**config.mk**
```make
export PLATFORM = sky130hd
export DESIGN_NAME = sdp_stream_fifo_flat
export DESIGN_NICKNAME = d
export VERILOG_FILES = /design/src/rtl/sdp_stream_fifo_pkg.sv /design/src/rtl/sdp_stream_fifo_if.sv /design/src/rtl/sdp_stream_fifo_ram.sv /design/src/rtl/sdp_stream_fifo.sv /design/src/flat_wrapper.sv
export SDC_FILE = /design/constraint.sdc
export NUM_CORES = 1
export LEC_CHECK = 0
export ABC_AREA = 1
export BUFFER_PORTS_ARGS = -buffer_cell sky130_fd_sc_hd__buf_2
export CORE_UTILIZATION = 61
export DETAILED_ROUTE_END_ITERATION = 10
export PLACE_DENSITY = 0.88
export SLEW_MARGIN = 25
export SYNTH_ARGS = -nofsm -noshare
export SYNTH_HDL_FRONTEND = slang
export SYNTH_SLANG_ARGS = --single-unit
```
**constraint.sdc**
```tcl
create_clock -name clock -period 2.6 [get_ports clock]
set_input_delay 0.13 -clock clock [delete_from_list [all_inputs] [get_ports clock]]
set_output_delay 0.13 -clock clock [all_outputs]
set_load 0.05 [all_outputs]
```
**src/rtl/sdp_stream_fifo_pkg.sv**
```systemverilog
// sdp_stream_fifo shared types and defaults.
// Registered status flag bundle for the FIFO.
package sdp_stream_fifo_pkg;

  localparam int DEF_DATA_WIDTH  = 8;
  localparam int DEF_ADDR_WIDTH  = 4;
  localparam int DEF_ALMOST_FULL = 12;

  typedef struct packed {
    logic in_ready;
    logic out_valid;
    logic almost_full;
  } fifo_flags_t;

endpackage

```
**src/rtl/sdp_stream_fifo_if.sv**
```systemverilog
// Valid/ready stream bundle.
// master drives data/valid, slave drives ready.
interface sdp_stream_fifo_if #(
  parameter int DW = 8
);
  logic [DW-1:0] data;
  logic          valid;
  logic          ready;

  modport master (
    output data,
    output valid,
    input  ready
  );

  modport slave (
    input  data,
    input  valid,
    output ready
  );
endinterface

```
**src/rtl/sdp_stream_fifo_ram.sv**
```systemverilog
// Distributed simple-dual-port RAM.
// Synchronous write, asynchronous read.
module simple_dual_port_ram_reg0 #(
  parameter int DW = 8,
  parameter int AW = 4
) (
  input  logic          wclock,
  input  logic          wenable,
  input  logic [AW-1:0] waddr,
  input  logic [DW-1:0] wdata,
  input  logic [AW-1:0] raddr,
  output logic [DW-1:0] rdata
);

  logic [DW-1:0] mem [1<<AW];

  // write port; contents are never cleared
  always_ff @(posedge wclock) begin
    if (wenable) mem[waddr] <= wdata;
  end

  assign rdata = mem[raddr];

endmodule

```
**src/rtl/sdp_stream_fifo.sv**
```systemverilog
// Single-clock first-word-fall-through stream FIFO.
// Flags and level are registered from next-state pointers.
module sdp_stream_fifo
  import sdp_stream_fifo_pkg::*;
#(
  parameter int DATA_WIDTH  = DEF_DATA_WIDTH,
  parameter int ADDR_WIDTH  = DEF_ADDR_WIDTH,
  parameter int ALMOST_FULL = DEF_ALMOST_FULL
) (
  input  logic                clock,
  input  logic                resetn,
  sdp_stream_fifo_if.slave    in_s,
  sdp_stream_fifo_if.master   out_s,
  output logic [ADDR_WIDTH:0] level,
  output logic                almost_full
);

  localparam int PW = ADDR_WIDTH + 1;
  localparam logic [PW-1:0] DEPTH  = PW'(1 << ADDR_WIDTH);
  localparam logic [PW-1:0] AF_LVL = PW'(ALMOST_FULL);

  logic [PW-1:0] wptr, rptr;
  logic [PW-1:0] wptr_n, rptr_n, lvl_n;
  logic [PW-1:0] lvl_q;
  fifo_flags_t   flags, flags_n;
  logic          push, pop;
  logic [DATA_WIDTH-1:0] rdata;

  assign push = in_s.valid & flags.in_ready;
  assign pop  = flags.out_valid & out_s.ready;

  assign wptr_n = wptr + PW'(push);
  assign rptr_n = rptr + PW'(pop);
  assign lvl_n  = wptr_n - rptr_n;

  // next-state flags from next-state level
  always_comb begin
    flags_n.in_ready    = (lvl_n != DEPTH);
    flags_n.out_valid   = (lvl_n != '0);
    flags_n.almost_full = (lvl_n >= AF_LVL);
  end

  // pointers, level and flags; in_ready held low in reset
  always_ff @(posedge clock or negedge resetn) begin
    if (!resetn) begin
      wptr  <= '0;
      rptr  <= '0;
      lvl_q <= '0;
      flags <= '0;
    end else begin
      wptr  <= wptr_n;
      rptr  <= rptr_n;
      lvl_q <= lvl_n;
      flags <= flags_n;
    end
  end

  simple_dual_port_ram_reg0 #(
    .DW (DATA_WIDTH),
    .AW (ADDR_WIDTH)
  ) u_ram (
    .wclock  (clock),
    .wenable (push),
    .waddr   (wptr[ADDR_WIDTH-1:0]),
    .wdata   (in_s.data),
    .raddr   (rptr[ADDR_WIDTH-1:0]),
    .rdata   (rdata)
  );

  assign in_s.ready  = flags.in_ready;
  assign out_s.valid = flags.out_valid;
  assign out_s.data  = rdata;
  assign level       = lvl_q;
  assign almost_full = flags.almost_full;

`ifdef FORMAL
  logic past_ok;

  // marks at least one clocked cycle out of reset
  always_ff @(posedge clock or negedge resetn) begin
    if (!resetn) past_ok <= 1'b0;
    else         past_ok <= 1'b1;
  end

  // level bounds and flag consistency
  always_comb begin
    if (resetn) begin
      assert (lvl_q <= DEPTH);
      assert (!(flags.out_valid && lvl_q == '0));
      if (past_ok) assert (flags.in_ready == (lvl_q != DEPTH));
    end
  end
`endif

endmodule

```
**src/flat_wrapper.sv**
```systemverilog
// flat-port wrapper written by rule: the top's interface ports become plain ports
module sdp_stream_fifo_flat import sdp_stream_fifo_pkg::*;
#(
  parameter int DATA_WIDTH  = DEF_DATA_WIDTH,
  parameter int ADDR_WIDTH  = DEF_ADDR_WIDTH,
  parameter int ALMOST_FULL = DEF_ALMOST_FULL
)
  (clock, resetn, level, almost_full, in_s_data, in_s_valid, in_s_ready, out_s_data, out_s_valid, out_s_ready);
  sdp_stream_fifo_if #(.DW(8)) in_s_i ();
  sdp_stream_fifo_if #(.DW(8)) out_s_i ();
  input  logic clock;
  input  logic resetn;
  output logic [ADDR_WIDTH:0] level;
  output logic almost_full;
  input wire logic [$bits(in_s_i.data)-1:0] in_s_data;
  input wire logic [$bits(in_s_i.valid)-1:0] in_s_valid;
  output wire logic [$bits(in_s_i.ready)-1:0] in_s_ready;
  output wire logic [$bits(out_s_i.data)-1:0] out_s_data;
  output wire logic [$bits(out_s_i.valid)-1:0] out_s_valid;
  input wire logic [$bits(out_s_i.ready)-1:0] out_s_ready;
  assign in_s_i.data = in_s_data;
  assign in_s_i.valid = in_s_valid;
  assign in_s_ready = in_s_i.ready;
  assign out_s_data = out_s_i.data;
  assign out_s_valid = out_s_i.valid;
  assign out_s_i.ready = out_s_ready;
  sdp_stream_fifo #(.DATA_WIDTH(DATA_WIDTH), .ADDR_WIDTH(ADDR_WIDTH), .ALMOST_FULL(ALMOST_FULL)) u_core (.clock(clock), .resetn(resetn), .in_s(in_s_i), .out_s(out_s_i), .level(level), .almost_full(almost_full));
endmodule
```
==> results of run 1 <==
through the flow:
step	util	area [µm²]	hold WS (ns)	worst slack [ns]
6_report	0.724	7140	0.00216	0.189
3_3_place_gp	0.658	6490	0.0740	0.546
3_5_place_dp	0.658	6490	0.0869	0.424
4_1_cts	0.723	7130	0.000493	0.153
2_1_floorplan	-	6250	-0.166	0.359
5_1_grt	0.724	7140	0.00572	0.0877
state kept, by name (all words and copies together) (netlist names):
signal              cells
u_core.almost_full      1
u_core.out_s.valid      1
u_core.rptr             5
u_core.u_ram.mem      128
u_core.level            5
u_core.wptr             5
u_core.in_s.ready       1
Yosys cell counts:
library cell	count
nand4_2	1
nor3_2	1
buf_2	16
clkinv_1	2
nand3_2	1
nand4_1	2
ha_1	7
nand3b_1	2
a21oi_1	34
inv_2	3
clkbuf_1	6
nor2_1	16
nand2_1	87
buf_4	2
dfrtp_1	18
nand2_2	5
o21ai_0	32
fa_1	1
nand3_1	59
xor2_1	2
nand2_4	1
or2_2	1
buf_6	1
inv_1	84
nor2_2	1
o211ai_1	32
edfxtp_1	128
how the worst min path moves through the flow:
stage | start | cells past startpoint | endpoint | slack, ns
floorplan | resetn | 0 | u_core.almost_full | -0.17
global placement | resetn | 1 | u_core.wptr[4] | 0.07
detailed placement | resetn | 1 | u_core.wptr[4] | 0.09
CTS | in_s_data[2] | 1 | u_core.u_ram.mem[12][2] | 0.0005
global route | in_s_data[1] | 1 | u_core.u_ram.mem[2][1] | 0.006
finish | in_s_data[1] | 1 | u_core.u_ram.mem[6][1] | 0.002
power groups by stage:
stage / combinational (mW) / sequential [mW] / clock, mW
after global placement: 3.14 / 3.07 / 0
after CTS: 3.36 / 3.05 / 2.39
after floorplan: 2.35 / 3.23 / 0
after global routing: 3.70 / 3.08 / 2.47
final: 3.37 / 3.05 / 2.38
after detailed placement: 3.30 / 3.09 / 0
repair_timing:
action,CTS,global route
endpoints found under the setup margin,0,1
hold buffers,6,0
hold endpoints to repair,77,0
setup buffers,0,0
resized for setup,0,1
layer usage:
layer / up-vias / GRT usage
met5: - / 0
met4: 0 / 0.141
met3: 43 / 0.0780
met2: 209 / 0.462
met1: 2019 / 0.315
li1: 1946 / -
kinds of logic (layout without fill, tap and decap cells):
| family | Yosys count | after routing |
|---|---|---|
| simple gates | 177 | 177 |
| flops | 146 | 146 |
| buf+inv | 114 | 161 |
| compound gates | 98 | 98 |
| fa+ha+maj | 8 | 8 |
| xor+xnor | 2 | 2 |
cell type report:
type | count | area share
Sequential cell | 146 | 0.602
Clock inverter | 14 | 0.0230
Inverter | 89 | 0.0468
Clock buffer | 18 | 0.0585
Timing Repair Buffer | 40 | 0.0370
Multi-Input combinational cell | 285 | 0.209
Tap cell | 133 | 0.0233
==> results.cfg, run 1 <==
[status]
status = completed

[route]
via_count = 4217
m1WireLength_mm = 4.97
vias_per_cell = 5.82
drc_errors = 0
routed.top_layer = met4
drt-total-wl_mm = 13.3
routed-wl-met2_mm = 6.92
postRouteAntennaNets = 0
firstDrtPassIters = 6
wl_per_cell_um = 18.4
drtIter0Drc = 406
met3_wirelength_um = 969

[cts]
htree_levels = 4
cts_root_buf = clkbuf_8
clk_pin_slew_ns = 0.06
clockBufferDepth = 2
cts_tree = built
cts_buffers = 17
clock_latency_ns = 0.53
clock-sinks = 146

[synthesis]
syn_area_per_cell_um2 = 11.5
ys_ff_latch = 146
syn_nets = 565
synth_top_area_frac = 0.615
yosys-mux-area-fraction = 0
synth_area_mm2 = 0.00625
synth_xor_area_frac = 0.00280
yosys_warnings = 0
synth_top_family_by_area = simple AND/OR/NAND/NOR gates
netlist_instances = 545
synthSimpleGateAreaFrac = 0.128
synth_area_leaders = edfxtp_1, dfrtp_1, nand2_1, inv_1, nand3_1
synth_cell_type_count = 27
seq_area_frac_synth = 0.687
synth_fa_ha_area_frac = 0.0172
synth_compound_area_frac = 0.0913
yosys.area.top_type = edfxtp_1

[timing]
finalHoldViolations = 0
setup_tns_ns = 0
grt_setup_unrepaired = no
tightest_slew_ns = 0.941
slew_headroom = 0.370
timing.fmax_mhz = 415
report.final.slew_viol_count = 0
layout_min_cycle_time_ns = 2.41
layout_worst_path_cycle_share = 0.927
skew_ns = 0.00796
setup_viol = 0

[floorplan]
io_pins = 28
rows = 36
fp.coreArea_mm2 = 0.00986
initial_utilization = 0.634
die_x_um = 103
dieArea_mm2 = 0.0107
die_y_um = 103

[power_and_ir_drop]
seq_power_share = 0.347
p_total_mw = 8.81
p_per_area_mw_per_mm2 = 1230
pwr-share-clk = 0.271
power.share.switching = 0.400
p_int_mw = 5.29
power.leakage_nw = 2.86
power_frac_comb = 0.383
power.switching_mw = 3.52
ir_drop_v = 0.00105

[placement]
gp_congestion = 0.824
dp.cells = 687
portBuffers = 27
dp_hpwl_mm = 7.92

[critical_path]
worstPathCellList = buf_12 > a21oi_1 > o21ai_0 > nand3_1 > nand3_1 > nand2_1 > buf_2
worstPathArrival_ns = 2.28
crit_path_start = u_core.rptr[0]
r2r_end = u_core.in_s.ready
cp_top_family = flip-flops
crit_fanout = 128
critPathMostFrequentCell = nand3_1
critical_path.slowest_cell = dfrtp_4
crit_cells = 7
crit_buf_inv = 2
crit_path_end_kind = output pin
reg2reg_slack_ns = 0.39
timing.rr.start = u_core.in_s.ready
required_ns = 2.47
crit_end = out_s_data[5]
critPathMaxStageDelay_ns = 0.50
critPathLaunchType = flip-flop
r2r_cells = 12
path_class = reg -> out

[cells_and_area]
multi_input_area_mm2 = 0.00149
mostFrequentLayoutCells = edfxtp_1, nand2_1, inv_1, nand3_1, a21oi_1
layout_commonest_cell = edfxtp_1
final_nets = 599
drive_gt1_frac = 0.135
area.growth.synth_to_final_pct = 14.2
n_antenna_cell = 0
layoutNonFillerInstCount = 725
fill_cells = 591
area.sequential_mm2 = 0.00430

[run]
cap_violations = 0

[global_routing]
grt_antenna_before_repair = 0
grt_pass1_wl_mm = 20.4
grt_usage = 0.271
gr-total-overflow = 0
grt_max_degree = 129
grt_pass1_vias = 4126

[hold_path]
hp-class = in -> reg
Power figures use the tool's default switching activity.
==> run 2, diff against run 1 <==
--- a/config.mk
+++ b/config.mk
@@ -7,8 +7,11 @@
 export LEC_CHECK = 0
 export ABC_AREA = 1
 export BUFFER_PORTS_ARGS = -buffer_cell sky130_fd_sc_hd__buf_2
+export CORE_MARGIN = 1
 export CORE_UTILIZATION = 61
+export CTS_CLUSTER_DIAMETER = 30
 export DETAILED_ROUTE_END_ITERATION = 10
+export MAX_ROUTING_LAYER = met4
 export PLACE_DENSITY = 0.88
 export SLEW_MARGIN = 25
 export SYNTH_ARGS = -nofsm -noshare
==> results.cfg, run 2 (synthesized netlist as in run 1, its figures left out) <==
[timing]
skew_ns = 0.00526
layout_worst_path_cycle_share = 0.917
setup_tns_ns = 0
report.final.slew_viol_count = 0
finalHoldViolations = 0
tightest_slew_ns = 0.907
grt_setup_unrepaired = no
slew_headroom = 0.393
setup_viol = 0
timing.hold.ws_ns = 0.0155
timing.fmax_mhz = 420
layout_min_cycle_time_ns = 2.38

[cells_and_area]
layoutNonFillerInstCount = 725
largest_reg_flops = 128
top_register = u_core.u_ram.mem
final_nets = 599
area.growth.synth_to_final_pct = 14.2
layout_commonest_cell = edfxtp_1
fill_cells = 591
mostFrequentLayoutCells = edfxtp_1, nand2_1, inv_1, nand3_1, a21oi_1
n_antenna_cell = 0
drive_gt1_frac = 0.135

[critical_path]
critPathMaxStageDelay_ns = 0.50
critPathMostFrequentCell = nand3_1
cp_top_family = flip-flops
crit_path_end_kind = output pin
r2r_cells = 12
path_class = reg -> out
worstPathArrival_ns = 2.25
critPathLaunchType = flip-flop
crit_buf_inv = 2
critical_path.slowest_cell = dfrtp_4
r2r_end = u_core.in_s.ready
worstPathCellList = buf_12 > a21oi_1 > o21ai_0 > nand3_1 > nand3_1 > nand2_1 > buf_2
crit_fanout = 128
timing.rr.start = u_core.in_s.ready
required_ns = 2.47
reg2reg_slack_ns = 0.39

[placement]
dp.cells = 687
dp_hpwl_mm = 7.92
portBuffers = 27
gp_congestion = 0.837

[route]
via_count = 4209
drc_errors = 0
firstDrtPassIters = 5
postRouteAntennaNets = 0
wl_per_cell_um = 18.4
drtIter0Drc = 350
vias_per_cell = 5.81
drt-total-wl_mm = 13.4

[floorplan]
fp.coreArea_mm2 = 0.00986
initial_utilization = 0.634
die_y_um = 103
rows = 36
dieArea_mm2 = 0.0107
die_x_um = 103
io_pins = 28

[hold_path]
worstHoldEndpoint = u_core.u_ram.mem[6][1]
whs_path_depth = 1
hp-start = in_s_data[1]
hp-class = in -> reg

[cts]
cts_buffers = 17
clk_pin_slew_ns = 0.06
cts_tree = built
htree_levels = 4
clock_latency_ns = 0.52
cts_root_buf = clkbuf_8
postCtsSetupRepairBufs = 0
clockBufferDepth = 2
clock-sinks = 146

[global_routing]
grt_pass1_vias = 4118
grt_antenna_before_repair = 0
grt_max_degree = 129
grt_usage = 0.280
gr-total-overflow = 0
grt_pass1_wl_mm = 20.4

[power_and_ir_drop]
ir_drop_v = 0.00104
power.leakage_nw = 2.86
p_per_area_mw_per_mm2 = 1230

[status]
status = completed

[run]
cap_violations = 0
run 2: cell counts in the layout (fill, tap and decap cells not counted):
No cell type changed its count.
run 2: how the worst max path moves through the flow:
stage                       from           endpoint  slack [ns]  cells past startpoint
2_1_floorplan  u_core.in_s.ready  u_core.in_s.ready        0.36                     10
3_3_place_gp   u_core.in_s.ready  u_core.in_s.ready        0.55                     10
3_5_place_dp   u_core.in_s.ready  u_core.in_s.ready        0.42                     12
4_1_cts           u_core.rptr[1]      out_s_data[2]        0.15                      6
5_1_grt           u_core.rptr[0]      out_s_data[2]        0.09                      7
6_report          u_core.rptr[0]      out_s_data[5]        0.22                      7
run 2: layout make-up:
type / instances / area [µm²] / area share
tap: 133 / 166 / 0.0233
inverter: 89 / 334 / 0.0468
sequential: 146 / 4300 / 0.602
clock buffer: 18 / 418 / 0.0585
clock inverter: 14 / 164 / 0.0230
timing repair buffer: 40 / 264 / 0.0370
multi-input combinational: 285 / 1490 / 0.209
run 2: power by group:
group          total, mW  internal (mW)  switching, mW
Combinational       3.37          0.922           2.45
Clock               2.38           1.46          0.926
Sequential          3.05           2.91          0.142
Total               8.81           5.29           3.52
run 2: stage by stage:
stage	power [mW]	setup WS, ns	instance area, µm²	utilization
after global routing	9.26	0.0897	7140	0.724
after CTS	8.80	0.153	7130	0.723
final	8.81	0.217	7140	0.724
after detailed placement	6.39	0.424	6490	0.658
after floorplan	5.58	0.359	6250	-
after global placement	6.21	0.546	6490	0.658
run 2: metal layers:
| layer | vias to the layer above | wire (µm) | global-route usage | share of wire |
|---|---|---|---|---|
| met1 | 2021 | 4970 | 0.319 | 0.37 |
| met5 | - | 0 | - | 0 |
| met4 | 0 | 426 | 0.140 | 0.032 |
| met2 | 200 | 7080 | 0.463 | 0.53 |
| met3 | 44 | 876 | 0.0712 | 0.066 |
| li1 | 1944 | - | - | - |
run 2: repair_timing:
action	in CTS	in global routing
hold endpoints to repair	77	0
gates resized for setup	0	1
endpoints found under the setup margin	0	1
hold buffers	6	0
